## config.mk

```make
export PLATFORM = sky130hd
export DESIGN_NAME = cla_pipe_adder_flat
export DESIGN_NICKNAME = d
export VERILOG_FILES = /design/src/rtl/cla_pipe_adder_if.sv /design/src/rtl/cla_pipe_adder.sv /design/src/flat_wrapper.sv
export SDC_FILE = /design/constraint.sdc
export NUM_CORES = 1
export LEC_CHECK = 0
export CORE_ASPECT_RATIO = 1.1
export CORE_MARGIN = 4
export CORE_UTILIZATION = 53
export CTS_CLUSTER_DIAMETER = 40
export DETAILED_ROUTE_END_ITERATION = 8
export PLACE_DENSITY = 0.79
export SETUP_SLACK_MARGIN = 0.15
export SYNTH_ARGS = -nofsm -noshare
export SYNTH_HDL_FRONTEND = slang
export SYNTH_SLANG_ARGS = --single-unit
```

## constraint.sdc

```tcl
create_clock -name clk -period 2.5 [get_ports clk]
set_clock_uncertainty 0.1 [all_clocks]
set_input_delay 0.5 -clock clk [delete_from_list [all_inputs] [get_ports clk]]
set_output_delay 0.5 -clock clk [all_outputs]
set_load 0.005 [all_outputs]
```

## src/rtl/cla_pipe_adder_if.sv

```systemverilog
// rtl/cla_pipe_adder_if.sv - operand/result handshake bundle for the pipelined CLA adder
interface cla_pipe_adder_if #(
  parameter int WIDTH = 16
);
  logic             in_valid;
  logic             in_ready;
  logic [WIDTH-1:0] a;
  logic [WIDTH-1:0] b;
  logic             cin;
  logic             out_valid;
  logic             out_ready;
  logic [WIDTH-1:0] sum;
  logic             cout;
  logic             ovf;

  modport master (
    output in_valid, a, b, cin, out_ready,
    input  in_ready, out_valid, sum, cout, ovf
  );

  modport slave (
    input  in_valid, a, b, cin, out_ready,
    output in_ready, out_valid, sum, cout, ovf
  );
endinterface

```

## src/rtl/cla_pipe_adder.sv

```systemverilog
// rtl/cla_pipe_adder.sv - two-stage carry-lookahead adder with valid/ready on both sides
module cla_pipe_adder #(
  parameter int WIDTH = 16
) (
  input  logic             clk,
  input  logic             rst,
  cla_pipe_adder_if.slave  bus
);
  localparam int NIB = WIDTH / 4;

  // Carries into bits 0..3 of one nibble, given its carry-in.
  function automatic logic [3:0] nib_carries(input logic [3:0] p, input logic [3:0] g,
                                             input logic ci);
    logic [3:0] c;
    c[0] = ci;
    c[1] = g[0] | (p[0] & ci);
    c[2] = g[1] | (p[1] & g[0]) | (p[1] & p[0] & ci);
    c[3] = g[2] | (p[2] & g[1]) | (p[2] & p[1] & g[0]) | (p[2] & p[1] & p[0] & ci);
    return c;
  endfunction

  function automatic logic nib_gen(input logic [3:0] p, input logic [3:0] g);
    return g[3] | (p[3] & g[2]) | (p[3] & p[2] & g[1]) | (p[3] & p[2] & p[1] & g[0]);
  endfunction

  logic             s1_valid;
  logic [WIDTH-1:0] s1_p;
  logic [WIDTH-1:0] s1_g;
  logic [WIDTH-1:0] s1_x;
  logic             s1_cin;
  logic [NIB-1:0]   s1_gp;
  logic [NIB-1:0]   s1_gg;

  logic             out_valid_r;
  logic [WIDTH-1:0] sum_r;
  logic             cout_r;
  logic             ovf_r;

  logic             s1_en;
  logic             s2_en;

  logic [WIDTH-1:0] p_d;
  logic [WIDTH-1:0] g_d;
  logic [WIDTH-1:0] x_d;
  logic [NIB-1:0]   gp_d;
  logic [NIB-1:0]   gg_d;

  logic [WIDTH-1:0] c_d;
  logic [WIDTH-1:0] sum_d;
  logic             cout_d;
  logic             ovf_d;

  // Ready depends only on out_ready and pipeline state, never on in_valid.
  assign s2_en        = !out_valid_r | bus.out_ready;
  assign s1_en        = !s1_valid | s2_en;
  assign bus.in_ready = s1_en;

  always_comb begin
    p_d  = bus.a | bus.b;
    g_d  = bus.a & bus.b;
    x_d  = bus.a ^ bus.b;
    gp_d = '0;
    gg_d = '0;
    for (int k = 0; k < NIB; k++) begin
      gp_d[k] = &p_d[4*k +: 4];
      gg_d[k] = nib_gen(p_d[4*k +: 4], g_d[4*k +: 4]);
    end
  end

  always_ff @(posedge clk or posedge rst) begin
    if (rst) begin
      s1_valid <= 1'b0;
      s1_p     <= '0;
      s1_g     <= '0;
      s1_x     <= '0;
      s1_cin   <= 1'b0;
      s1_gp    <= '0;
      s1_gg    <= '0;
    end else if (s1_en) begin
      s1_valid <= bus.in_valid;
      s1_p     <= p_d;
      s1_g     <= g_d;
      s1_x     <= x_d;
      s1_cin   <= bus.cin;
      s1_gp    <= gp_d;
      s1_gg    <= gg_d;
    end
  end

  // Nibble carry chain on group terms, then per-bit lookahead inside each nibble.
  always_comb begin
    logic carry;
    c_d   = '0;
    carry = s1_cin;
    for (int k = 0; k < NIB; k++) begin
      c_d[4*k +: 4] = nib_carries(s1_p[4*k +: 4], s1_g[4*k +: 4], carry);
      carry         = s1_gg[k] | (s1_gp[k] & carry);
    end
    cout_d = carry;
    sum_d  = s1_x ^ c_d;
    ovf_d  = c_d[WIDTH-1] ^ cout_d;
  end

  always_ff @(posedge clk or posedge rst) begin
    if (rst) begin
      out_valid_r <= 1'b0;
      sum_r       <= '0;
      cout_r      <= 1'b0;
      ovf_r       <= 1'b0;
    end else if (s2_en) begin
      out_valid_r <= s1_valid;
      sum_r       <= sum_d;
      cout_r      <= cout_d;
      ovf_r       <= ovf_d;
    end
  end

  assign bus.out_valid = out_valid_r;
  assign bus.sum       = sum_r;
  assign bus.cout      = cout_r;
  assign bus.ovf       = ovf_r;
endmodule

```

## src/flat_wrapper.sv

```systemverilog
// flat-port wrapper written by rule: the top's interface ports become plain ports
module cla_pipe_adder_flat 
#(
  parameter int WIDTH = 16
)
  (clk, rst, bus_in_valid, bus_a, bus_b, bus_cin, bus_out_ready, bus_in_ready, bus_out_valid, bus_sum, bus_cout, bus_ovf);
  cla_pipe_adder_if #(.WIDTH(WIDTH)) bus_i ();
  input  logic clk;
  input  logic rst;
  input wire logic [$bits(bus_i.in_valid)-1:0] bus_in_valid;
  input wire logic [$bits(bus_i.a)-1:0] bus_a;
  input wire logic [$bits(bus_i.b)-1:0] bus_b;
  input wire logic [$bits(bus_i.cin)-1:0] bus_cin;
  input wire logic [$bits(bus_i.out_ready)-1:0] bus_out_ready;
  output wire logic [$bits(bus_i.in_ready)-1:0] bus_in_ready;
  output wire logic [$bits(bus_i.out_valid)-1:0] bus_out_valid;
  output wire logic [$bits(bus_i.sum)-1:0] bus_sum;
  output wire logic [$bits(bus_i.cout)-1:0] bus_cout;
  output wire logic [$bits(bus_i.ovf)-1:0] bus_ovf;
  assign bus_i.in_valid = bus_in_valid;
  assign bus_i.a = bus_a;
  assign bus_i.b = bus_b;
  assign bus_i.cin = bus_cin;
  assign bus_i.out_ready = bus_out_ready;
  assign bus_in_ready = bus_i.in_ready;
  assign bus_out_valid = bus_i.out_valid;
  assign bus_sum = bus_i.sum;
  assign bus_cout = bus_i.cout;
  assign bus_ovf = bus_i.ovf;
  cla_pipe_adder #(.WIDTH(WIDTH)) u_core (.clk(clk), .rst(rst), .bus(bus_i));
endmodule
```

* After elaboration in Yosys (flattened, before gate mapping)
Cells that the tools add are included.
Widths: inputs -> output; s select.
** Word-level totals
- Register bits :: 75
- Bits in latches :: 0
- Bits in writable memories :: 0
- Bits in read-only memories :: 0
- Memories kept :: 0
** Cells by class
- Add/sub/neg operators :: 0
- Multiply operators :: 0
- Divide/modulo/power cells :: 0
- Order comparisons :: 0
- Equal/unequal tests :: 0
- Shift operators :: 0
- Muxes and demuxes :: 0
- Bitwise operators :: 107
- Reduce and logical (&&, ||, !) cells :: 6
** Operators by type and width (count)
- $and 1x1->1 :: 60
- $or 1x1->1 :: 42
- $xor 16x16->16 :: 2
- $and 16x16->16 :: 1
- $or 16x16->16 :: 1
- $reduce_and 4->1 :: 4
- $logic_not 1->1 :: 2
- $xor 1x1->1 :: 1

* Logic depth before layout (Yosys ltp)
- Depth in word-level cells :: 9
- Mapped depth :: 7
- Depth with buffers taken out :: 7

* Worst setup path before layout
OpenSTA, ideal clock, no wires.
- Path kind :: input-to-output
- From :: in bus_out_ready
- To :: out bus_in_ready
- Data arrival time :: 1197 ps
- Data required time :: 1900 ps
- Slack :: 703 ps
- Cell stages on the path :: 5
- Cell sequence :: nor2b_1 -> buf_2 -> nand2_2 -> buf_2 -> buf_2
** On the way
- Cells in the longest elaborated chain, start to end :: 2
** RTL lines
- from (decl) :: line flat_wrapper.sv:14 : input wire logic [$bits(bus_i.out_ready)-1:0] bus_out_ready;
- $or 1x1->1 :: line cla_pipe_adder.sv:54 : assign s2_en = !out_valid_r | bus.out_ready;
- $or 1x1->1 :: line cla_pipe_adder.sv:55 : assign s1_en = !s1_valid | s2_en;
- to (decl) :: line flat_wrapper.sv:15 : output wire logic [$bits(bus_i.in_ready)-1:0] bus_in_ready;
No other way between the ends.

* Worst setup path in the final report
Same ends and word-level chain as after synthesis.

==> flow_metrics.env <==
export IMPL_dieHeight_um=92.75
export IMPL_syn_area_um2=3461
export IMPL_portBuffers=56
export IMPL_worstMarginPinSlew_ns=0.4565
export IMPL_avgSynthCellArea_um2=10.65
export IMPL_viasPerCell=5.216
export IMPL_async_reset_ff_share_pct=100.0
export IMPL_crit_path_max_incr_delay_ns=0.46
export IMPL_setup_violations=0
export IMPL_worstSetupPathType="primary input to output port"
export IMPL_cp_data_arrival_time_ns=1.70
export IMPL_wl_per_cell_um=14.35
export IMPL_antenna_found_initial=0
export IMPL_ys_warn_count=0
export IMPL_cts_resized=1
export IMPL_core_area_um2=6269
export IMPL_clk_path_buf_depth=2
export IMPL_grt_pass1_wl_um=11320
export IMPL_postSynthCellCount=325
export IMPL_switching_power_mw=0.7969
export IMPL_syn_nets=394
export IMPL_synth_edff_count=0
export IMPL_ys_seq_area_share_pct=49.89
export IMPL_fin_ws_ns=0.2023
export IMPL_clk_pin_slew_ns=0.06
export IMPL_wirelength_um=6716
export IMPL_post_place_ws_ns=0.1569
export IMPL_drv_cap=0
export IMPL_fmax_mhz=435.2
export IMPL_netlist_top_cells_count="dfrtp_1, a21oi_1, inv_1, ha_1, nor2_1"
export IMPL_place_congestion=0.8140
export IMPL_finalCritPeriodShare_pct=91.91
export IMPL_crit_slowest_cell="clkdlybuf4s50_1"
export IMPL_yosysTopAreaCellShare_pct=49.89
export IMPL_drc=0
export IMPL_internal_power_mw=2.202
export IMPL_dp_hpwl_um=4826
export IMPL_power_mw=2.999
export IMPL_clock_power_share_pct=28.3
export IMPL_power_share_combinational_pct=24.1
export IMPL_worstPathRequired_ns=1.90
export IMPL_start_util_pct=55.21
export IMPL_post_cts_buffers=0
export IMPL_synth_area_leaders="dfrtp_1, ha_1, mux2_2, a21oi_1, inv_1"
export IMPL_rsz0062_at_grt="no"
export IMPL_setup_tns_ns=0
export IMPL_io_pins=57
export IMPL_cts_hold_buf=0
export IMPL_nNetsFinal=454
export IMPL_layout_drive_gt1_share_pct=13.92
export IMPL_p_leak_nw=2.017
export IMPL_critPathMostFrequentCell="clkdlybuf4s50_1"
export IMPL_synth_largest_area_cell="dfrtp_1"
export IMPL_die_area_um2=7888
export IMPL_ir_worst_vdd_mv=0.4087
export IMPL_rows=30
export IMPL_drt_pre_antenna_iters=4
export IMPL_cp_num_buf_inv=2
export IMPL_cts_tree="built"
export IMPL_grt_pass1_vias=2444
export IMPL_status="completed"
export IMPL_hp_class="flip-flop to flip-flop"
export IMPL_seq_power_share_pct=47.6
export IMPL_overflow=0
export IMPL_cts_inserted_buffers=9
export IMPL_clock_tree_root_cell="clkbuf_8"
export IMPL_route_vias_total=2441
export IMPL_sw_frac_of_total_pct=26.57
export IMPL_die_width_um=85.05
export IMPL_fin_crit_ns=2.298
export IMPL_cp_max_fo=2
export IMPL_drt_iter0_markers=152
export IMPL_synth_seq_cells=69
export IMPL_htree_levels=3
export IMPL_critPathTopFamily="buffers and inverters"
export IMPL_hold_viol_final=0
export IMPL_grt_max_degree=71
export IMPL_clk_latency_ns=0.33
export IMPL_antennaDiodeCount=0
export IMPL_maxSlewHeadroom_pct=69.25
export IMPL_grt_util_all_layers_pct=18.44
export IMPL_synth_main_ff_cell="dfrtp_1"
export IMPL_synth_distinct_cells=31
export IMPL_crit_path_cell_trace="clkdlybuf4s50_1 -> nor2b_2 -> nand2_2 -> clkdlybuf4s50_1"
export IMPL_maxSlewViolCount=0
export IMPL_syn_to_final_growth_pct=24.55
export IMPL_synth_most_common_cell="dfrtp_1"
export IMPL_end_kind="output port"
export IMPL_power_density_nw_per_um2=695.7
export IMPL_clkSinkCount=69
export IMPL_drtAntennaViolNets=0
export IMPL_start_kind="primary input"
==> per-stage QoR <==
step / util, % / std cells / hold slack [ns] / cell area (um^2)
finish: 68.76 / 468 / 0.3823 / 4310
CTS: 68.76 / 468 / 0.3814 / 4310
detailed placement: 65.85 / 454 / 0.3680 / 4128
global route: 68.76 / 468 / 0.4024 / 4310
floorplan: - / 325 / 0.3548 / 3461
global placement: 65.85 / 454 / 0.3615 / 4128
==> power groups by stage <==
stage               logic [mW]  clock network, mW  registers (mW)
floorplan                0.376                  0            1.43
global placement         0.707                  0            1.44
detailed placement       0.725                  0            1.45
CTS                      0.735              0.863            1.43
global route             0.805              0.912            1.45
finish                   0.723              0.849            1.43
==> cell type report <==
| cell class | count | area [um^2] |
|---|---|---|
| Timing Repair Buffer | 60 | 615.6 |
| Tap cell | 80 | 100.1 |
| Clock buffer | 12 | 145.1 |
| Multi-Input combinational cell | 203 | 1530 |
| Inverter | 42 | 157.7 |
| Fill cell | 477 | 1958 |
| Clock inverter | 2 | 35.03 |
| Sequential cell | 69 | 1727 |
==> kinds of logic after synthesis <==
| kind of cell | synth area share (%) |
|---|---|
| compound gates | 11.68 |
| xor+xnor | 4.302 |
| fa+ha+maj | 11.57 |
| buf+inv | 5.965 |
| flops | 49.89 |
| mux | 9.436 |
| simple gates | 7.159 |
==> layer usage <==
metal  global-route usage (%)  wire length, um
met2                    30.83             3385
met4                    9.367              170
met3                    3.559              311
met1                    22.58             2849
met5                        0                0
==> registers in the layout (all words and copies together) (netlist names) <==
| signal | cells |
|---|---|
| u_core.bus.cout | 1 |
| u_core.bus.out_valid | 1 |
| u_core.bus.ovf | 1 |
| u_core.bus.sum | 16 |
| u_core.s1_cin | 1 |
| u_core.s1_g | 12 |
| u_core.s1_gg | 4 |
| u_core.s1_gp | 4 |
| u_core.s1_p | 12 |
| u_core.s1_valid | 1 |
| u_core.s1_x | 16 |
==> worst paths after layout <==
path | startpoint | end | slack (ns) | cells past startpoint
min | u_core.s1_valid | u_core.bus.out_valid | 0.38 | 1
max | bus_out_ready | bus_in_ready | 0.20 | 4
min in group asynchronous | rst | u_core.s1_g[10] | 0.46 | 3
min reg2reg | u_core.s1_valid | u_core.bus.out_valid | 0.38 | 1
max reg2reg | u_core.s1_cin | u_core.bus.sum[14] | 0.60 | 5
max in group asynchronous | rst | u_core.s1_x[2] | 1.54 | 3
==> worst register-to-register path: stages (launching register included) <==
cell      delay [ns]
dfrtp_1         0.45
a211oi_2        0.43
o21bai_1        0.26
a31oi_1         0.29
xor2_1          0.17
a21oi_1         0.08
==> cell usage in the layout, fill, tap and decap left out, types with 2 or more instances in the layout <==
| cell | netlist | final |
|---|---|---|
| xor2_1 | 9 | 9 |
| mux2_2 | 29 | 29 |
| nand2b_1 | 3 | 3 |
| nor2_1 | 30 | 30 |
| clkbuf_1 | 3 | 2 |
| o21bai_1 | 7 | 7 |
| ha_1 | 32 | 32 |
| or4_1 | 4 | 4 |
| a21oi_1 | 44 | 44 |
| dfrtp_1 | 69 | 69 |
| nand2_1 | 9 | 9 |
| a21o_2 | 2 | 2 |
| inv_1 | 42 | 41 |
| o21ai_0 | 10 | 10 |
| a21o_1 | 2 | 2 |
| xnor2_1 | 8 | 8 |
| nor3_1 | 2 | 2 |
| buf_12 | 0 | 2 |
| buf_4 | 0 | 2 |
| clkbuf_8 | 0 | 10 |
| clkdlybuf4s50_1 | 0 | 56 |
Power figures use the tool's default switching activity.
